===== src/rtl/dht_uart_formatter_pkg.sv =====
// Shared definitions for the DHT reading-to-UART text formatter:
// FSM state encoding, record geometry and the ASCII bytes used in a record.
package dht_fmt_pkg;

    typedef enum logic [1:0] {
        IDLE  = 2'd0,
        CHECK = 2'd1,
        CONV  = 2'd2,
        SEND  = 2'd3
    } fmt_state_t;

    localparam int FRAME_LEN   = 24;
    localparam int CONV_CYCLES = 36;

    localparam logic [7:0]  ASC_T   = 8'h54;
    localparam logic [7:0]  ASC_H   = 8'h48;
    localparam logic [7:0]  ASC_EQ  = 8'h3D;
    localparam logic [7:0]  ASC_DOT = 8'h2E;
    localparam logic [7:0]  ASC_0   = 8'h30;
    localparam logic [7:0]  ASC_CR  = 8'h0D;
    localparam logic [7:0]  ASC_LF  = 8'h0A;
    localparam logic [15:0] ASC_OK  = 16'h4F4B;
    localparam logic [15:0] ASC_ER  = 16'h4552;

    // One BCD digit to its ASCII character
    function automatic logic [7:0] digit_ascii(input logic [3:0] d);
        return ASC_0 + {4'd0, d};
    endfunction

endpackage


===== src/rtl/dht_uart_formatter_bin2bcd8.sv =====
// Sequential double-dabble: 8-bit binary to three BCD digits.
// A start cycle loads the operand, then 8 shift-add-3 cycles follow;
// done pulses for one cycle once the digits are final (9 cycles total).
module bin2bcd8 (
    input  logic       clk_50M,
    input  logic       reset,
    input  logic       start,
    input  logic [7:0] bin,
    output logic       done,
    output logic [3:0] d2,
    output logic [3:0] d1,
    output logic [3:0] d0
);
    logic [7:0]  bin_reg;
    logic [11:0] bcd_reg;
    logic [3:0]  cnt_reg;
    logic        done_reg;
    logic [11:0] bcd_adj;

    // Add 3 to every digit that is 5 or more before the next shift
    generate
        for (genvar gi = 0; gi < 3; gi++) begin : g_adj
            assign bcd_adj[gi*4 +: 4] = (bcd_reg[gi*4 +: 4] >= 4'd5) ?
                                        (bcd_reg[gi*4 +: 4] + 4'd3) :
                                        bcd_reg[gi*4 +: 4];
        end
    endgenerate

    // Load on start, then shift the operand into the BCD register bit by bit
    always_ff @(posedge clk_50M or posedge reset) begin
        if (reset) begin
            bin_reg  <= '0;
            bcd_reg  <= '0;
            cnt_reg  <= '0;
            done_reg <= 1'b0;
        end else begin
            done_reg <= 1'b0;
            if (start) begin
                bin_reg <= bin;
                bcd_reg <= '0;
                cnt_reg <= 4'd8;
            end else if (cnt_reg != 4'd0) begin
                {bcd_reg, bin_reg} <= {bcd_adj[10:0], bin_reg, 1'b0};
                cnt_reg            <= cnt_reg - 4'd1;
                done_reg           <= (cnt_reg == 4'd1);
            end
        end
    end

    assign done = done_reg;
    assign d2   = bcd_reg[11:8];
    assign d1   = bcd_reg[7:4];
    assign d0   = bcd_reg[3:0];

endmodule


===== src/rtl/dht_uart_formatter.sv =====
// Formats one DHT reading into the 24-byte text record
// "T=ddd.ddd H=ddd.ddd OK\r\n" and streams it over a valid/ready byte link.
// Optional build macro DHT_FMT_DROP_BAD_EN: records with a bad checksum are
// discarded after the crc_err pulse instead of being emitted with tag "ER".
module dht_uart_formatter
    import dht_fmt_pkg::*;
#(
    parameter logic [7:0] SEP_CHAR   = 8'h20,
    parameter int         DROP_CNT_W = 8
) (
    input  logic                  clk_50M,
    input  logic                  reset,
    input  logic [7:0]            T_integral,
    input  logic [7:0]            T_decimal,
    input  logic [7:0]            RH_integral,
    input  logic [7:0]            RH_decimal,
    input  logic [7:0]            Checksum,
    input  logic                  data_valid,
    output logic [7:0]            tx_data,
    output logic                  tx_valid,
    input  logic                  tx_ready,
    output logic                  busy,
    output logic                  frame_done,
    output logic                  crc_err,
    output logic [DROP_CNT_W-1:0] drop_count
);
    fmt_state_t            state_reg;
    logic [7:0]            t_i_reg, t_d_reg, rh_i_reg, rh_d_reg, cks_reg;
    logic                  ok_reg;
    logic [5:0]            conv_cnt_reg;
    logic [3:0]            phase_reg;
    logic [1:0]            conv_idx_reg;
    logic [1:0]            cap_idx_reg;
    logic [11:0]           bcd_store_reg [4];
    logic [4:0]            send_idx_reg;
    logic [7:0]            tx_data_reg;
    logic                  tx_valid_reg, busy_reg, frame_done_reg;
    logic [DROP_CNT_W-1:0] drop_cnt_reg;

    logic                  ok_chk;
    logic [7:0]            bcd_bin;
    logic                  bcd_start, bcd_done;
    logic [3:0]            bcd_d2, bcd_d1, bcd_d0;
    logic [4:0]            next_idx;
    logic [7:0]            byte_next;
    logic [15:0]           tag;

    // Checksum over the latched bytes, 8-bit wrapping sum
    assign ok_chk = ((t_i_reg + t_d_reg + rh_i_reg + rh_d_reg) == cks_reg);

    // Select the operand of the conversion currently running
    always_comb begin
        bcd_bin = t_i_reg;
        case (conv_idx_reg)
            2'd0:    bcd_bin = t_i_reg;
            2'd1:    bcd_bin = t_d_reg;
            2'd2:    bcd_bin = rh_i_reg;
            default: bcd_bin = rh_d_reg;
        endcase
    end

    assign bcd_start = (state_reg == CONV) && (phase_reg == 4'd0);

    bin2bcd8 u_bcd (
        .clk_50M (clk_50M),
        .reset   (reset),
        .start   (bcd_start),
        .bin     (bcd_bin),
        .done    (bcd_done),
        .d2      (bcd_d2),
        .d1      (bcd_d1),
        .d0      (bcd_d0)
    );

    // Store each finished conversion; the last one lands early in SEND,
    // well before its digits are first needed at byte 16
    always_ff @(posedge clk_50M or posedge reset) begin
        if (reset) begin
            for (int i = 0; i < 4; i++) bcd_store_reg[i] <= '0;
            cap_idx_reg <= '0;
        end else if (state_reg == IDLE) begin
            cap_idx_reg <= '0;
        end else if (bcd_done) begin
            bcd_store_reg[cap_idx_reg] <= {bcd_d2, bcd_d1, bcd_d0};
            cap_idx_reg                <= cap_idx_reg + 2'd1;
        end
    end

    // Record byte for the index about to be presented
    assign next_idx = send_idx_reg + 5'd1;
    assign tag      = ok_reg ? ASC_OK : ASC_ER;

    always_comb begin
        byte_next = 8'h00;
        case (next_idx)
            5'd0:    byte_next = ASC_T;
            5'd1:    byte_next = ASC_EQ;
            5'd2:    byte_next = digit_ascii(bcd_store_reg[0][11:8]);
            5'd3:    byte_next = digit_ascii(bcd_store_reg[0][7:4]);
            5'd4:    byte_next = digit_ascii(bcd_store_reg[0][3:0]);
            5'd5:    byte_next = ASC_DOT;
            5'd6:    byte_next = digit_ascii(bcd_store_reg[1][11:8]);
            5'd7:    byte_next = digit_ascii(bcd_store_reg[1][7:4]);
            5'd8:    byte_next = digit_ascii(bcd_store_reg[1][3:0]);
            5'd9:    byte_next = SEP_CHAR;
            5'd10:   byte_next = ASC_H;
            5'd11:   byte_next = ASC_EQ;
            5'd12:   byte_next = digit_ascii(bcd_store_reg[2][11:8]);
            5'd13:   byte_next = digit_ascii(bcd_store_reg[2][7:4]);
            5'd14:   byte_next = digit_ascii(bcd_store_reg[2][3:0]);
            5'd15:   byte_next = ASC_DOT;
            5'd16:   byte_next = digit_ascii(bcd_store_reg[3][11:8]);
            5'd17:   byte_next = digit_ascii(bcd_store_reg[3][7:4]);
            5'd18:   byte_next = digit_ascii(bcd_store_reg[3][3:0]);
            5'd19:   byte_next = SEP_CHAR;
            5'd20:   byte_next = tag[15:8];
            5'd21:   byte_next = tag[7:0];
            5'd22:   byte_next = ASC_CR;
            5'd23:   byte_next = ASC_LF;
            default: byte_next = 8'h00;
        endcase
    end

    // Main record FSM with registered handshake and status outputs
    always_ff @(posedge clk_50M or posedge reset) begin
        if (reset) begin
            state_reg      <= IDLE;
            t_i_reg        <= '0;
            t_d_reg        <= '0;
            rh_i_reg       <= '0;
            rh_d_reg       <= '0;
            cks_reg        <= '0;
            ok_reg         <= 1'b0;
            conv_cnt_reg   <= '0;
            phase_reg      <= '0;
            conv_idx_reg   <= '0;
            send_idx_reg   <= '0;
            tx_data_reg    <= '0;
            tx_valid_reg   <= 1'b0;
            busy_reg       <= 1'b0;
            frame_done_reg <= 1'b0;
        end else begin
            frame_done_reg <= 1'b0;
            case (state_reg)
                IDLE: begin
                    if (data_valid) begin
                        t_i_reg   <= T_integral;
                        t_d_reg   <= T_decimal;
                        rh_i_reg  <= RH_integral;
                        rh_d_reg  <= RH_decimal;
                        cks_reg   <= Checksum;
                        busy_reg  <= 1'b1;
                        state_reg <= CHECK;
                    end
                end
                CHECK: begin
                    ok_reg       <= ok_chk;
                    conv_cnt_reg <= '0;
                    phase_reg    <= '0;
                    conv_idx_reg <= '0;
`ifdef DHT_FMT_DROP_BAD_EN
                    if (!ok_chk) begin
                        busy_reg  <= 1'b0;
                        state_reg <= IDLE;
                    end else begin
                        state_reg <= CONV;
                    end
`else
                    state_reg <= CONV;
`endif
                end
                CONV: begin
                    conv_cnt_reg <= conv_cnt_reg + 6'd1;
                    if (phase_reg == 4'd8) begin
                        phase_reg    <= '0;
                        conv_idx_reg <= conv_idx_reg + 2'd1;
                    end else begin
                        phase_reg <= phase_reg + 4'd1;
                    end
                    if (conv_cnt_reg == 6'(CONV_CYCLES - 1)) begin
                        send_idx_reg <= '0;
                        tx_data_reg  <= ASC_T;
                        tx_valid_reg <= 1'b1;
                        state_reg    <= SEND;
                    end
                end
                SEND: begin
                    if (tx_valid_reg && tx_ready) begin
                        if (send_idx_reg == 5'(FRAME_LEN - 1)) begin
                            tx_valid_reg   <= 1'b0;
                            frame_done_reg <= 1'b1;
                            busy_reg       <= 1'b0;
                            state_reg      <= IDLE;
                        end else begin
                            send_idx_reg <= next_idx;
                            tx_data_reg  <= byte_next;
                        end
                    end
                end
                default: state_reg <= IDLE;
            endcase
        end
    end

    // Count strobes that arrive while a record is in progress, saturating
    always_ff @(posedge clk_50M or posedge reset) begin
        if (reset) begin
            drop_cnt_reg <= '0;
        end else if (data_valid && (state_reg != IDLE) &&
                     (drop_cnt_reg != {DROP_CNT_W{1'b1}})) begin
            drop_cnt_reg <= drop_cnt_reg + 1'b1;
        end
    end

    assign tx_data    = tx_data_reg;
    assign tx_valid   = tx_valid_reg;
    assign busy       = busy_reg;
    assign frame_done = frame_done_reg;
    assign crc_err    = (state_reg == CHECK) && !ok_chk;
    assign drop_count = drop_cnt_reg;

endmodule


===== config.mk =====
export PLATFORM = sky130hd
export DESIGN_NAME = dht_uart_formatter
export DESIGN_NICKNAME = d
export VERILOG_FILES = /design/src/rtl/dht_uart_formatter_pkg.sv /design/src/rtl/dht_uart_formatter_bin2bcd8.sv /design/src/rtl/dht_uart_formatter.sv
export SDC_FILE = /design/constraint.sdc
export NUM_CORES = 1
export LEC_CHECK = 0
export ABC_AREA = 1
export BUFFER_PORTS_ARGS = -buffer_cell sky130_fd_sc_hd__buf_2
export CORE_MARGIN = 2
export CORE_UTILIZATION = 57
export CTS_BUF_LIST = sky130_fd_sc_hd__clkbuf_4 sky130_fd_sc_hd__clkbuf_8
export DETAILED_ROUTE_END_ITERATION = 8
export GPL_TIMING_DRIVEN = 0
export PLACE_DENSITY = 0.81
export RECOVER_POWER = 25
export SLEW_MARGIN = 20
export SYNTH_ARGS = -nofsm -noshare
export SYNTH_HDL_FRONTEND = slang
export SYNTH_SLANG_ARGS = --single-unit

===== constraint.sdc =====
create_clock -name clk_50M -period 5 [get_ports clk_50M]
set_input_delay 1 -clock clk_50M [delete_from_list [all_inputs] [get_ports clk_50M]]
set_output_delay 1 -clock clk_50M [all_outputs]
set_load 0.01 [all_outputs]

==> key figures, run 1 <==
Worst setup path
  • Reg-to-Reg Start: t_i_reg[1]
  • Worst setup SP type: register
  • Reg2Reg Depth: 13
  • Crit Path Class: reg2out
  • Worst R2R End: ok_reg
  • Largest stage delay on the critical path: 0.55 ns
  • Register-to-Register Setup Slack: 1.65 ns
  • Crit path cell chain: fa_1, inv_1, fa_1, inv_1, ha_1, fa_2, xnor2_1, xnor2_1, nor3_1, nand2_1, nor3_2, a21oi_2, buf_2
  • Crit path from: t_i_reg[1]
  • Worst path slowest cell: fa_1
  • Worst path arrival time: 3.82 ns
  • Critical Path Sink Type: primary output
  • Max FO, Critical Path: 3
  • CP Data Required Time: 4.00 ns

Synthesis
  • Ranking of synthesized cells by area: dfrtp_1, nand2_1, ha_1
  • Yosys warning count: 0
  • Post-synth top area cell: dfrtp_1
  • Count leader, synth: nand2_1
  • Syn_area_per_cell: 8.965 µm²
  • Syn Nets: 1020
  • Asr flop ratio synth: 100.0%
  • Flop and latch count out of synthesis: 153
  • Register area share after synthesis: 46.12%
  • Post-synth top area share: 46.12%
  • Mapped cell area: 8302 µm²
  • Netlist cell types: 46
  • EDFF count, synth: 0
  • Gate Count Post-Synth: 926
  • Ys flop type: dfrtp_1
  • Most frequent cells after synthesis: nand2_1, dfrtp_1, inv_1, o21ai_0, nand3_1

Run
  • Max-Cap Viols: 2

Route
  • DRT antenna net count: 0
  • Via count: 6749
  • DR pass1 iterations: 5
  • WL final: 19010 µm
  • Post-route DRC: 0
  • Detailed Route Iter0 Violations: 552
  • Via density: 5.582
  • Wire length per cell: 15.72 µm

Die
  • Height of the die: 124.7 µm
  • # rows: 44
  • I/O pins: 64
  • Die Span X: 124.7 µm
  • Core footprint: 14370 µm²
  • Starting Density: 57.78%
  • Die area: 15550 µm²

Timing
  • Final period util: 96.41%
  • Hold violation count in the final report: 0
  • Slew @ Worst Pin: 1.872 ns
  • Setup TNS: 0 ns
  • Fin crit period: 4.821 ns
  • Final setup violation count: 0
  • Fin worst setup slack: 0.1793 ns
  • Slew HR: -24.78%
  • RSZ-0062 raised after global routing: false
  • Clock skew: 0.01679 ns
  • Max Clk Rate: 207.4 MHz
  • Slew Viols, Final: 69

Place
  • HPWL Detailed: 14060 µm
  • PortBufs: 62
  • Placed inst area: 8946 µm²
  • GP Congestion: 0.9395
  • DP Worst Slack: 0.5793 ns

Worst hold path
  • Hold endpoint: tx_data[3]
  • Hold path depth: 2
  • Hold Crit Class: reg2reg
  • HP Start: tx_data[3]

Pwr
  • Peak supply drop: 135.4 µV
  • LEAKAGE: 4.653 nW
  • Pwr dens: 256.7 nW/µm²

GRT
  • All-Layer GR Usage: 26.07%
  • Largest net degree at the start of global routing: 36
  • Initial antenna violation count: 0
  • First-pass GRT wire length: 32690 µm
  • GRT overflow: 0
  • Vias in the first global route: 6925

Clock network
  • Clock net sink count: 153
  • H-tree Lvls: 4
  • CTS max path bufs: 2
  • CTS tree: built
  • Clock Latency Late Sink: 0.47 ns
  • Clk pin slew, worst setup/hold paths: 0.09 ns
  • Root Buffer: clkbuf_8
  • Post-CTS Hold Fix Bufs: 0
  • Total CTS buffers: 17

Layout
  • Max reg flops: 48
  • Nets: 1106
  • N_diodes: 0
  • Core Util, Final: 64.90%
  • Fill cell total of the finished layout: 1170
  • Layout cells sized above 1: 17.66%
  • Area grow syn2layout: 12.33%
  • Design Area, Final: 9325 µm²

Run status
  • Status: finished with violations
  • Failing checks: capacitance limit, slew limit
==> timing repair <==
action                                  4_1_cts  5_1_grt
endpoints found under the setup margin        0        1
resized for setup                             0        5
buffers inserted                              0        0
==> per-stage QoR <==
| step | power, mW | hold slack [ns] | cells |
|---|---|---|---|
| after floorplan | 1.393 | 0.4530 | 926 |
| after global placement | 1.454 | 0.4631 | 1172 |
| after detailed placement | 1.470 | 0.4653 | 1177 |
| after CTS | 2.406 | 0.4865 | 1209 |
| after global routing | 2.475 | 0.5180 | 1209 |
| final | 2.394 | 0.4801 | 1209 |
==> logic make-up after synthesis <==
kind of cell,share of synthesized area [%]
AND/OR/NAND/NOR,22.44
flip-flops,46.12
AO/OA/AOI/OAI,9.887
buffers and inverters,5.456
adder cells (fa/ha/maj),8.802
multiplexers,4.612
XOR/XNOR,2.638
other,0.04517
==> layer usage <==
metal	GRT usage [%]	wire (µm)	up-vias
met5	0	0	-
met4	9.518	442	0
met3	6.314	1190	46
met1	33.36	8285	3230
li1	-	-	3247
met2	43.33	9087	226
==> worst max-delay path, delay by kind of cell, from the launching register on <==
| family | cells | cell delay (ns) |
|---|---|---|
| simple gates | 3 | 0.54 |
| xor+xnor | 2 | 0.32 |
| compound gates | 1 | 0.11 |
| fa+ha+maj | 4 | 1.68 |
| buf+inv | 3 | 0.27 |
| flops | 1 | 0.44 |
==> cell usage in the layout, fill, tap and decap left out, types with 3 or more instances in the layout <==
cell and n:
a211oi_1 3, buf_12 3, nand3_1 66, inv_2 4
ha_1 36, nand2_1 215, o211ai_1 5, nand2_2 6
nor3_2 3, nor2_1 57, inv_6 4, fa_1 13
inv_1 80, xor2_1 11, buf_2 63, a21oi_1 29
nor3b_1 3, nand4_1 16, mux2_2 34, nor2_2 8
o22ai_1 12, dfrtp_1 152, a31oi_1 7, nor2_8 4
nor3_1 7, clkbuf_1 22, or2_2 3, clkbuf_8 18
clkinvlp_4 5, xnor2_1 14, o21ai_0 80, nor2_4 6
==> worst max path at each step <==
stage,endpoint,slack (ns),depth (start not counted)
global placement,crc_err,0.60,13
floorplan,crc_err,1.10,12
detailed placement,crc_err,0.58,13
finish,crc_err,0.18,13
global route,crc_err,0.03,16
CTS,crc_err,0.01,13
==> where the power goes <==
group	switching, mW	leakage (nW)	internal, mW
sequential	0.0386	2.06	1.26
clock	0.490	0.189	0.465
combinational	0.0770	2.40	0.0596
total	0.606	4.65	1.79
==> layout make-up <==
| class | count | area [µm²] | area share, % |
|---|---|---|---|
| tap | 184 | 230.2 | 2.469 |
| multi-input combinational | 660 | 4035 | 43.27 |
| clock buffer | 19 | 255.2 | 2.737 |
| buffer | 26 | 121.4 | 1.301 |
| inverter | 87 | 332.8 | 3.569 |
| timing repair buffer | 67 | 377.9 | 4.052 |
| clock inverter | 13 | 142.6 | 1.530 |
| sequential | 153 | 3830 | 41.07 |
No activity file was read; power rests on OpenSTA's default activity.
==> inputs of run 2 (changes only) <==
==> constraint.sdc (replaced) <==
create_clock -name clk_50M -period 5 [get_ports clk_50M]
set_input_delay 0.25 -clock clk_50M [delete_from_list [all_inputs] [get_ports clk_50M]]
set_output_delay 0.25 -clock clk_50M [all_outputs]
set_load 0.01 [all_outputs]
==> key figures, run 2 (synthesis results as in run 1) <==
Route
  • Post-route DRC: 0 (unchanged)
  • WL final: 19490 µm (+2.6%)
  • Via density: 5.611 (+0.51%)
  • Wire length per cell: 15.94 µm (+1.4%)
  • Detailed Route Iter0 Violations: 609 (+10%)
  • Via count: 6862 (+1.7%)
  • DRT antenna net count: 0 (unchanged)
  • DR pass1 iterations: 5 (unchanged)

Pwr
  • Pwr dens: 256.2 nW/µm² (-0.22%)
  • LEAKAGE: 4.698 nW (+0.97%)
  • Peak supply drop: 196.0 µV (+45%)

Place
  • PortBufs: 62 (unchanged)
  • GP Congestion: 0.9479 (+0.89%)
  • Placed inst area: 8877 µm² (-0.77%)
  • HPWL Detailed: 13890 µm (-1.2%)
  • DP Worst Slack: 1.272 ns (+0.6926 ns)

GRT
  • Largest net degree at the start of global routing: 88 (+140%)
  • GRT overflow: 0 (unchanged)
  • All-Layer GR Usage: 26.86% (+0.79 points)
  • Vias in the first global route: 6976 (+0.74%)
  • Initial antenna violation count: 0 (unchanged)
  • First-pass GRT wire length: 33570 µm (+2.7%)

Worst setup path
  • Register-to-Register Setup Slack: 1.44 ns (-0.21 ns)
  • CP Data Required Time: 4.75 ns (+0.75 ns)
  • Critical Path Sink Type: primary output
  • Worst path arrival time: 4.07 ns (+0.25 ns)
  • Crit Path Class: reg2out
  • Largest stage delay on the critical path: 0.55 ns (about the same)
  • Crit path top cell by count: fa_1
  • Reg2Reg Depth: 13 (unchanged)
  • Crit path cell chain: fa_1, inv_1, fa_1, inv_1, ha_1, fa_1, xnor2_1, xnor2_1, nor3_1, nand2_1, nor3_1, a21oi_1, buf_2
  • Worst path slowest cell: fa_1
  • Reg-to-Reg Start: t_i_reg[1]
  • Worst R2R End: ok_reg
  • Critical path buffers and inverters: 3 (unchanged)
  • Cell family with most CP delay: adder cells
  • Max FO, Critical Path: 3 (unchanged)
  • Worst setup SP type: register

Run status
  • Status: finished with violations
  • Failing checks: hold timing, capacitance limit, slew limit

Timing
  • Slew @ Worst Pin: 3.088 ns (+1.217 ns)
  • Fin crit period: 4.324 ns (-0.4965 ns)
  • Clock skew: 0.01180 ns (-0.004994 ns)
  • Max Clk Rate: 231.3 MHz (+11%)
  • Hold violation count in the final report: 1 (+1)
  • Hold WS: -0.002846 ns (-0.4829 ns)
  • RSZ-0062 raised after global routing: false
  • Slew HR: -107.0% (-82 points)
  • Fin worst setup slack: 0.6757 ns (+0.4965 ns)
  • Final setup violation count: 0 (unchanged)
  • Slew Viols, Final: 67 (-2.9%)
  • Final period util: 86.49% (-9.9 points)

Clock network
  • CTS tree: built
  • Post-CTS Resized: 0 (unchanged)
  • Clk pin slew, worst setup/hold paths: 0.08 ns (about the same)
  • Clock Latency Late Sink: 0.48 ns (about the same)
  • Clock net sink count: 153 (unchanged)
  • CTS max path bufs: 2 (unchanged)
  • H-tree Lvls: 4 (unchanged)
  • Root Buffer: clkbuf_8
  • Total CTS buffers: 17 (unchanged)
  • # Post-CTS Setup Buffers: 0 (unchanged)

Layout
  • Commonest cells after routing, fill and taps aside: nand2_1, dfrtp_1, inv_1, o21ai_0, nand3_1
  • Layout cells sized above 1: 15.78% (-1.9 points)
  • Fill cell total of the finished layout: 1151 (-1.6%)
  • Area grow syn2layout: 13.93%
  • Design Area, Final: 9458 µm² (+1.4%)
  • Commonest non-fill, non-tap cell in the layout: nand2_1
  • Max reg flops: 48 (unchanged)
  • N_diodes: 0 (unchanged)
  • Nets: 1121 (+1.4%)

Die
  • Starting Density: 57.78% (unchanged)
  • I/O pins: 64 (unchanged)
  • Die Span X: 124.7 µm (unchanged)
  • Die area: 15550 µm² (unchanged)
  • Core footprint: 14370 µm² (unchanged)
  • # rows: 44 (unchanged)
  • Height of the die: 124.7 µm (unchanged)

Worst hold path
  • HP Start: Checksum[0]
  • Hold path depth: 2 (unchanged)
  • Hold Crit Class: in2reg
  • Hold endpoint: cks_reg[0]

Run
  • Max-Cap Viols: 1 (-1)
run 2: cell count changes in the layout (fill, tap and decap cells not counted), sizes merged:
| cell | change |
|---|---|
| clkbuf | +13 |
| inv | -3 |
| buf | -11 |
| clkinvlp | -3 |
| dlygate4sd3 | +19 |
| clkinv | -1 |
run 2: where the power goes:
group | total [mW] | switching, mW | internal, mW
sequential | 1.30 | 0.0381 | 1.26
clock | 0.975 | 0.460 | 0.516
combinational | 0.144 | 0.0778 | 0.0665
run 2: how the worst max path moves through the flow:
stage               startpoint                to  cells after the start
finish              t_i_reg[1]           crc_err                     13
global route        t_i_reg[1]           crc_err                     13
CTS                 t_i_reg[1]           crc_err                     13
detailed placement  t_i_reg[1]           crc_err                     13
global placement         reset        cks_reg[3]                      2
floorplan                reset  bcd_store_reg[0]                      1
run 2: what timing repair did:
item,4_1_cts,5_1_grt
setup endpoints to repair,0,0
endpoints found under the hold margin,84,0
hold buffers,19,0
run 2: cell type report:
cell class	instances	area (µm²)	area share, %
plain buffers	26	121.4	1.283
flip-flops and latches	153	3829	40.48
repair buffers	82	516.7	5.464
clock inverters	6	88.84	0.9393
well taps	184	230.2	2.434
inverters	87	332.8	3.519
clock buffers	25	319.1	3.373
multi-input cells	660	4020	42.51
run 2: metrics by stage:
step	power [mW]	cells	util, %	setup TNS, ns
2_1_floorplan	1.393	926	-	0
3_3_place_gp	1.452	1172	61.54	-153.33
3_5_place_dp	1.463	1173	61.78	0
4_1_cts	2.429	1223	65.94	0
5_1_grt	2.504	1223	65.82	0
6_report	2.423	1223	65.82	0
run 2: metal layers:
layer  track usage [%]  share of wire, %
met1             34.65                42
met2             43.97                49
met3             6.014               6.3
met4             11.24               2.7
met5                 0                 0
